### config.mk
export PLATFORM = sky130hd
export DESIGN_NAME = slc3_mem_ctrl
export DESIGN_NICKNAME = d
export VERILOG_FILES = /design/src/rtl/slc3_mem_ctrl.sv
export SDC_FILE = /design/constraint.sdc
export NUM_CORES = 1
export LEC_CHECK = 0
export ABC_AREA = 1
export BUFFER_PORTS_ARGS = -buffer_cell sky130_fd_sc_hd__buf_2
export CAP_MARGIN = 20
export CORE_ASPECT_RATIO = 0.6
export CORE_MARGIN = 1.5
export CORE_UTILIZATION = 45
export CTS_BUF_LIST = sky130_fd_sc_hd__clkbuf_4
export DETAILED_ROUTE_END_ITERATION = 8
export GPL_TIMING_DRIVEN = 0
export PLACE_DENSITY = 0.78
export SLEW_MARGIN = 20
export SYNTH_ARGS = -nofsm -noshare
export SYNTH_HDL_FRONTEND = slang
export SYNTH_SLANG_ARGS = --single-unit
### constraint.sdc
create_clock -name Clk -period 1.5 [get_ports Clk]
set_clock_uncertainty 0.05 [all_clocks]
set_input_delay 0.3 -clock Clk [delete_from_list [all_inputs] [get_ports Clk]]
set_output_delay 0.3 -clock Clk [all_outputs]
set_load 0.005 [all_outputs]
### src/rtl/slc3_mem_ctrl.sv
// slc3_mem_ctrl: memory / I-O controller for an SLC-3 class CPU.
//
// The CPU issues a req/ack transaction. The controller then either runs a
// multi-cycle async-SRAM access with WAIT_STATES wait cycles, or, when the
// address is IO_ADDR, completes in one cycle against the switch / hex I/O port.
//
// Ports
//   Clk, Reset           clock (rising edge), async active-low reset
//   req/we/addr/wdata    CPU request, sampled only while idle
//   be[1:0]              byte enables (only with SLC3_MEM_BYTE_EN defined)
//   ack, rdata, busy     completion pulse, read data (held), in-flight flag
//   ADDR, CE_n, OE_n,
//   WE_n, UB_n, LB_n     SRAM pins; every strobe is a registered output
//   sram_wdata, sram_oe  to the tristate pad buffer (sram_oe=1 drives pads)
//   sram_rdata           from the tristate pad buffer
//   Switches, hex_out    board I/O; hex digit 0 is in the LSBs
//
// Build option: define SLC3_MEM_BYTE_EN to add the be port (DATA_W must be 16).
// When it is undefined, UB_n and LB_n follow CE_n.
module slc3_mem_ctrl #(
  parameter int                    DATA_W      = 16,
  parameter int                    CPU_ADDR_W  = 16,
  parameter int                    ADDR_W      = 20,
  parameter int                    WAIT_STATES = 2,
  parameter logic [CPU_ADDR_W-1:0] IO_ADDR     = 16'hFFFF,
  parameter int                    NUM_HEX     = 4
) (
  input  logic                  Clk,
  input  logic                  Reset,
  input  logic                  req,
  input  logic                  we,
  input  logic [CPU_ADDR_W-1:0] addr,
  input  logic [DATA_W-1:0]     wdata,
`ifdef SLC3_MEM_BYTE_EN
  input  logic [1:0]            be,
`endif
  output logic                  ack,
  output logic [DATA_W-1:0]     rdata,
  output logic                  busy,
  output logic [ADDR_W-1:0]     ADDR,
  output logic                  CE_n,
  output logic                  OE_n,
  output logic                  WE_n,
  output logic                  UB_n,
  output logic                  LB_n,
  output logic [DATA_W-1:0]     sram_wdata,
  output logic                  sram_oe,
  input  logic [DATA_W-1:0]     sram_rdata,
  input  logic [DATA_W-1:0]     Switches,
  output logic [4*NUM_HEX-1:0]  hex_out
);

  localparam int         HEX_W   = 4 * NUM_HEX;
  localparam logic [3:0] WS_LOAD = 4'(WAIT_STATES - 1);

  typedef enum logic [2:0] {S_IDLE, S_SETUP, S_WAIT, S_DONE, S_IO} state_t;

  state_t           state;
  logic [3:0]       cnt;
  logic             we_l;
  logic             en_l;    // access actually touches the SRAM (be != 00)
  logic             en_in;
  logic [HEX_W-1:0] wd_hex;

`ifdef SLC3_MEM_BYTE_EN
  assign en_in = |be;
`else
  assign en_in = 1'b1;
`endif

  // Display register takes the low bits of wdata, zero-padded if narrower.
  if (DATA_W >= HEX_W) begin : g_hex_trunc
    assign wd_hex = wdata[HEX_W-1:0];
  end else begin : g_hex_pad
    assign wd_hex = {{(HEX_W-DATA_W){1'b0}}, wdata};
  end

  // Strobes are driven on the edge that enters each state, so SETUP sees
  // CE_n/OE_n already asserted and the WAIT/DONE edges only change WE_n/OE_n.
  always_ff @(posedge Clk or negedge Reset) begin
    if (!Reset) begin
      state      <= S_IDLE;
      cnt        <= '0;
      we_l       <= 1'b0;
      en_l       <= 1'b0;
      ack        <= 1'b0;
      busy       <= 1'b0;
      rdata      <= '0;
      hex_out    <= '0;
      ADDR       <= '0;
      sram_wdata <= '0;
      sram_oe    <= 1'b0;
      CE_n       <= 1'b1;
      OE_n       <= 1'b1;
      WE_n       <= 1'b1;
      UB_n       <= 1'b1;
      LB_n       <= 1'b1;
    end else begin
      ack <= 1'b0;
      case (state)
        S_IDLE: if (req) begin
          we_l <= we;
          busy <= 1'b1;
          if (addr == IO_ADDR) begin
            // I/O completes in one cycle; the ack lands in the IO state.
            state <= S_IO;
            ack   <= 1'b1;
            if (we) hex_out <= wd_hex;
            else    rdata   <= Switches;
          end else begin
            state   <= S_SETUP;
            en_l    <= en_in;
            ADDR    <= ADDR_W'(addr);
            sram_oe <= we;
            if (we) sram_wdata <= wdata;
            CE_n    <= ~en_in;
            OE_n    <= ~(en_in & ~we);
`ifdef SLC3_MEM_BYTE_EN
            UB_n    <= ~be[1];
            LB_n    <= ~be[0];
`else
            UB_n    <= ~en_in;
            LB_n    <= ~en_in;
`endif
          end
        end
        S_SETUP: begin
          state <= S_WAIT;
          cnt   <= WS_LOAD;
          WE_n  <= ~(en_l & we_l);
        end
        S_WAIT: begin
          if (cnt == 4'd0) begin
            // Last wait cycle: sample read data while OE_n is still low.
            state <= S_DONE;
            ack   <= 1'b1;
            WE_n  <= 1'b1;
            OE_n  <= 1'b1;
            if (!we_l) rdata <= sram_rdata;
          end else begin
            cnt <= cnt - 4'd1;
          end
        end
        S_DONE: begin
          // ADDR and sram_wdata stay put through DONE for SRAM hold time.
          state   <= S_IDLE;
          busy    <= 1'b0;
          CE_n    <= 1'b1;
          UB_n    <= 1'b1;
          LB_n    <= 1'b1;
          sram_oe <= 1'b0;
        end
        S_IO: begin
          state <= S_IDLE;
          busy  <= 1'b0;
        end
        default: state <= S_IDLE;
      endcase
    end
  end

endmodule

==> impl_metrics.csv <==
group,metric,value,unit
yosys,ys_top_cells_by_area,"dfrtp_1, nand2_1, nand3_1",
clock_tree,clk-insertion-delay-late,0.43,ns
timing,finalHoldViolCount,0,
worst_setup_path,criticalPathCategory,"reg2reg",
worst_setup_path,rr_startpoint,"state[1]",
power_and_ir_drop,power.leakage,2.979,nW
timing,worst_pin_slew,0.7359,ns
global_routing,grt_start_max_net_pins,53,
yosys,yosys_warnings,0,
floorplan,dieArea,8399,um2
finish,final_cell_area,5157,um2
route,avgViaCountPerCell,4.847,
yosys,synth_seq_cells,79,
finish,drive_gt1_share,47.02,%
clock_tree,clk_pin_slew,0.13,ns
global_routing,grt_pass1_vias,3312,
floorplan,initial_core_util,47.57,%
yosys,syn_inst,431,
timing,period_minus_slack,1.632,ns
placed_design,port_buffers,139,
route,drc,0,
run,maxCapViolCount,0,
timing,setup_slack,-0.1321,ns
worst_setup_path,ff2ff_path_depth,9,
placed_design,placed_area,4418,um2
route,routedWlPerCell,13.90,um
floorplan,die_x,117.3,um
finish,fin_cells,725,
clock_tree,cts_sinks,79,
finish,postLayoutCoreUtil,69.53,%
clock_tree,cts-root-buf,"clkbuf_4",
yosys,syn_area,3528,um2
yosys,synth_top_area_share,53.90,%
yosys,seq_area_frac_synth,56.13,%
clock_tree,cts_inserted_buffers,9,
clock_tree,cts_tree,"built",
worst_setup_path,r2r_setup_slack,-0.13,ns
placed_design,place.gp.congestion,0.8638,
route,vias,3514,
global_routing,gr-total-overflow,0,
status,violations,"negative setup slack",
route,ant_nets,0,
min_path,hp-class,"in2reg",
placed_design,dp_hpwl,6666,um
worst_setup_path,timing.rr.end,"sram_wdata[11]",
worst_setup_path,required,1.77,ns
clock_tree,cts_max_level,3,
timing,totalNegativeSetupSlack,-5.017,ns
yosys,synth_top_area_cell,"dfrtp_1",
finish,antenna_cells,0,
route,drt_iter0_markers,194,
status,status,"complete, but fails checks",
clock_tree,clock_path_buffers,2,
finish,nNetsFinal,686,
floorplan,fp.coreArea,7417,um2
min_path,min_path_cells,3,
yosys,postSynthAreaPerCell,8.187,um2
placed_design,place_inst,678,
yosys,ys_types,27,
min_path,hold_start,"addr[12]",
timing,slew_headroom,50.94,%
finish,area_delta_synth_final,46.17,%
timing,setup_viol,66,
global_routing,track_usage,23.74,%
route,wl,10080,um
timing,max_freq,612.7,MHz
global_routing,grt_pass1_wl,15640,um
global_routing,antenna_found_initial,0,
floorplan,die_y,71.59,um
min_path,holdPathEnd,"ADDR[12]",
floorplan,ios,144,
timing,rsz0062_at_grt,"true",
timing,slew_viol_final,0,
power_and_ir_drop,power_density,1762,nW/um2
worst_setup_path,critPathCaptureType,"flop",
worst_setup_path,cp.arrival,1.91,ns
floorplan,rows,24,
power_and_ir_drop,ir_worst_vdd,0.0007399,V
route,first_pass_iters,4,
worst_setup_path,cp-start-kind,"flop",
worst_setup_path,critPathMaxFanout,10,
timing,period_share,108.8,%
placed_design,place_ws,-0.2834,ns
==> sequential cells by signal, summed over array words and instances (netlist names) <==
signal,count
OE_n,1
LB_n,1
sram_wdata,16
rdata,16
sram_oe,1
ADDR,16
state,3
hex_out,16
cnt,4
busy,1
en_l,1
ack,1
WE_n,1
we_l,1
==> cell families after synthesis <==
| logic type | share of synthesized area (%) |
|---|---|
| and+or+nand+nor | 30.82 |
| DFF | 56.13 |
| buffers and inverters | 7.198 |
| AOI/OAI and AO/OA | 4.539 |
| xor gates and xnor gates | 0.4965 |
| adders and majority gates | 0.7091 |
| other | 0.1063 |
==> layer usage <==
metal  GRT usage (%)  up-vias  part of all wire [%]
met5               0        -                     0
met4           5.761        0                  0.47
met3           7.404        5                   8.5
met2           38.89      126                    48
met1           31.37     1685                    43
li1                -     1698                     -
==> timing repair <==
action                                  in CTS  in global routing
hold buffers                                 1                  0
buffers inserted                            19                  6
gates resized for setup                     62                 77
pin swaps                                   14                  4
endpoints found under the setup margin      73                 76
gates cloned                                 6                  0
hold endpoints to repair                    26                  0
==> cell usage after synthesis (all sizes together) <==
library cell	n
xor2	2
nand2	211
o21a	1
conb	1
ha	2
buf	18
clkbuf	5
nor3	2
clkinv	1
nor2	10
o21ai	23
o22ai	2
dfstp	3
dfrtp	76
inv	31
nand3	41
a21oi	2
==> where the power goes <==
part | internal [mW] | leakage, nW | switching [mW]
Clock | 0.533 | 0.0780 | 0.717
Sequential | 2.91 | 1.00 | 0.488
Combinational | 2.05 | 1.90 | 2.39
==> metrics by stage <==
step / total power [mW] / hold slack (ns)
6_report: 9.086 / 0.03534
5_1_grt: 9.749 / 0.01479
4_1_cts: 8.616 / 0.006820
3_5_place_dp: 6.729 / 0.1931
3_3_place_gp: 6.575 / 0.4002
2_1_floorplan: 5.362 / -0.04559
==> critical path, cell delays in order, from the launching register on <==
cell and delay, ns:
dfrtp_1 0.46, inv_1 0.15, nand2_4 0.08, clkinv_4 0.08, nand2_8 0.07, nor2_4 0.23, nand2_4 0.10, buf_6 0.18
nand2_1 0.05, nand2_1 0.06
==> cell usage in the layout, fill, tap and decap left out, types with 7 or more instances in the layout <==
cell type  Yosys  layout
nand3_1       40      35
nand2_2        2      47
buf_4          7      25
clkbuf_4       0      11
o21ai_1        0       7
o21ai_2        1      11
nand2_1      207     158
dfrtp_1       76      76
nor2_1         7       7
inv_1         29      25
buf_6          1      25
buf_2         10     136
==> how the worst max path moves through the flow <==
stage	cells after the start	end	from	slack, ns
finish	9	sram_wdata[11]	state[1]	-0.13
global route	9	sram_wdata[8]	state[2]	-0.23
CTS	2	UB_n	LB_n	-0.07
detailed placement	9	sram_wdata[11]	state[0]	-0.28
global placement	1	sram_wdata[10]	Reset	-0.45
floorplan	10	rdata[0]	cnt[0]	0.002
==> layout make-up <==
| type | count | area (um2) |
|---|---|---|
| timing repair buffer | 172 | 1044 |
| multi-input combinational | 300 | 1548 |
| clock buffer | 11 | 82.58 |
| sequential | 79 | 1981 |
| tap | 104 | 130.1 |
| fill | 616 | 2260 |
| buffer | 22 | 191.4 |
| inverter | 32 | 132.6 |
| clock inverter | 5 | 48.80 |
Power figures use the tool's default switching activity.
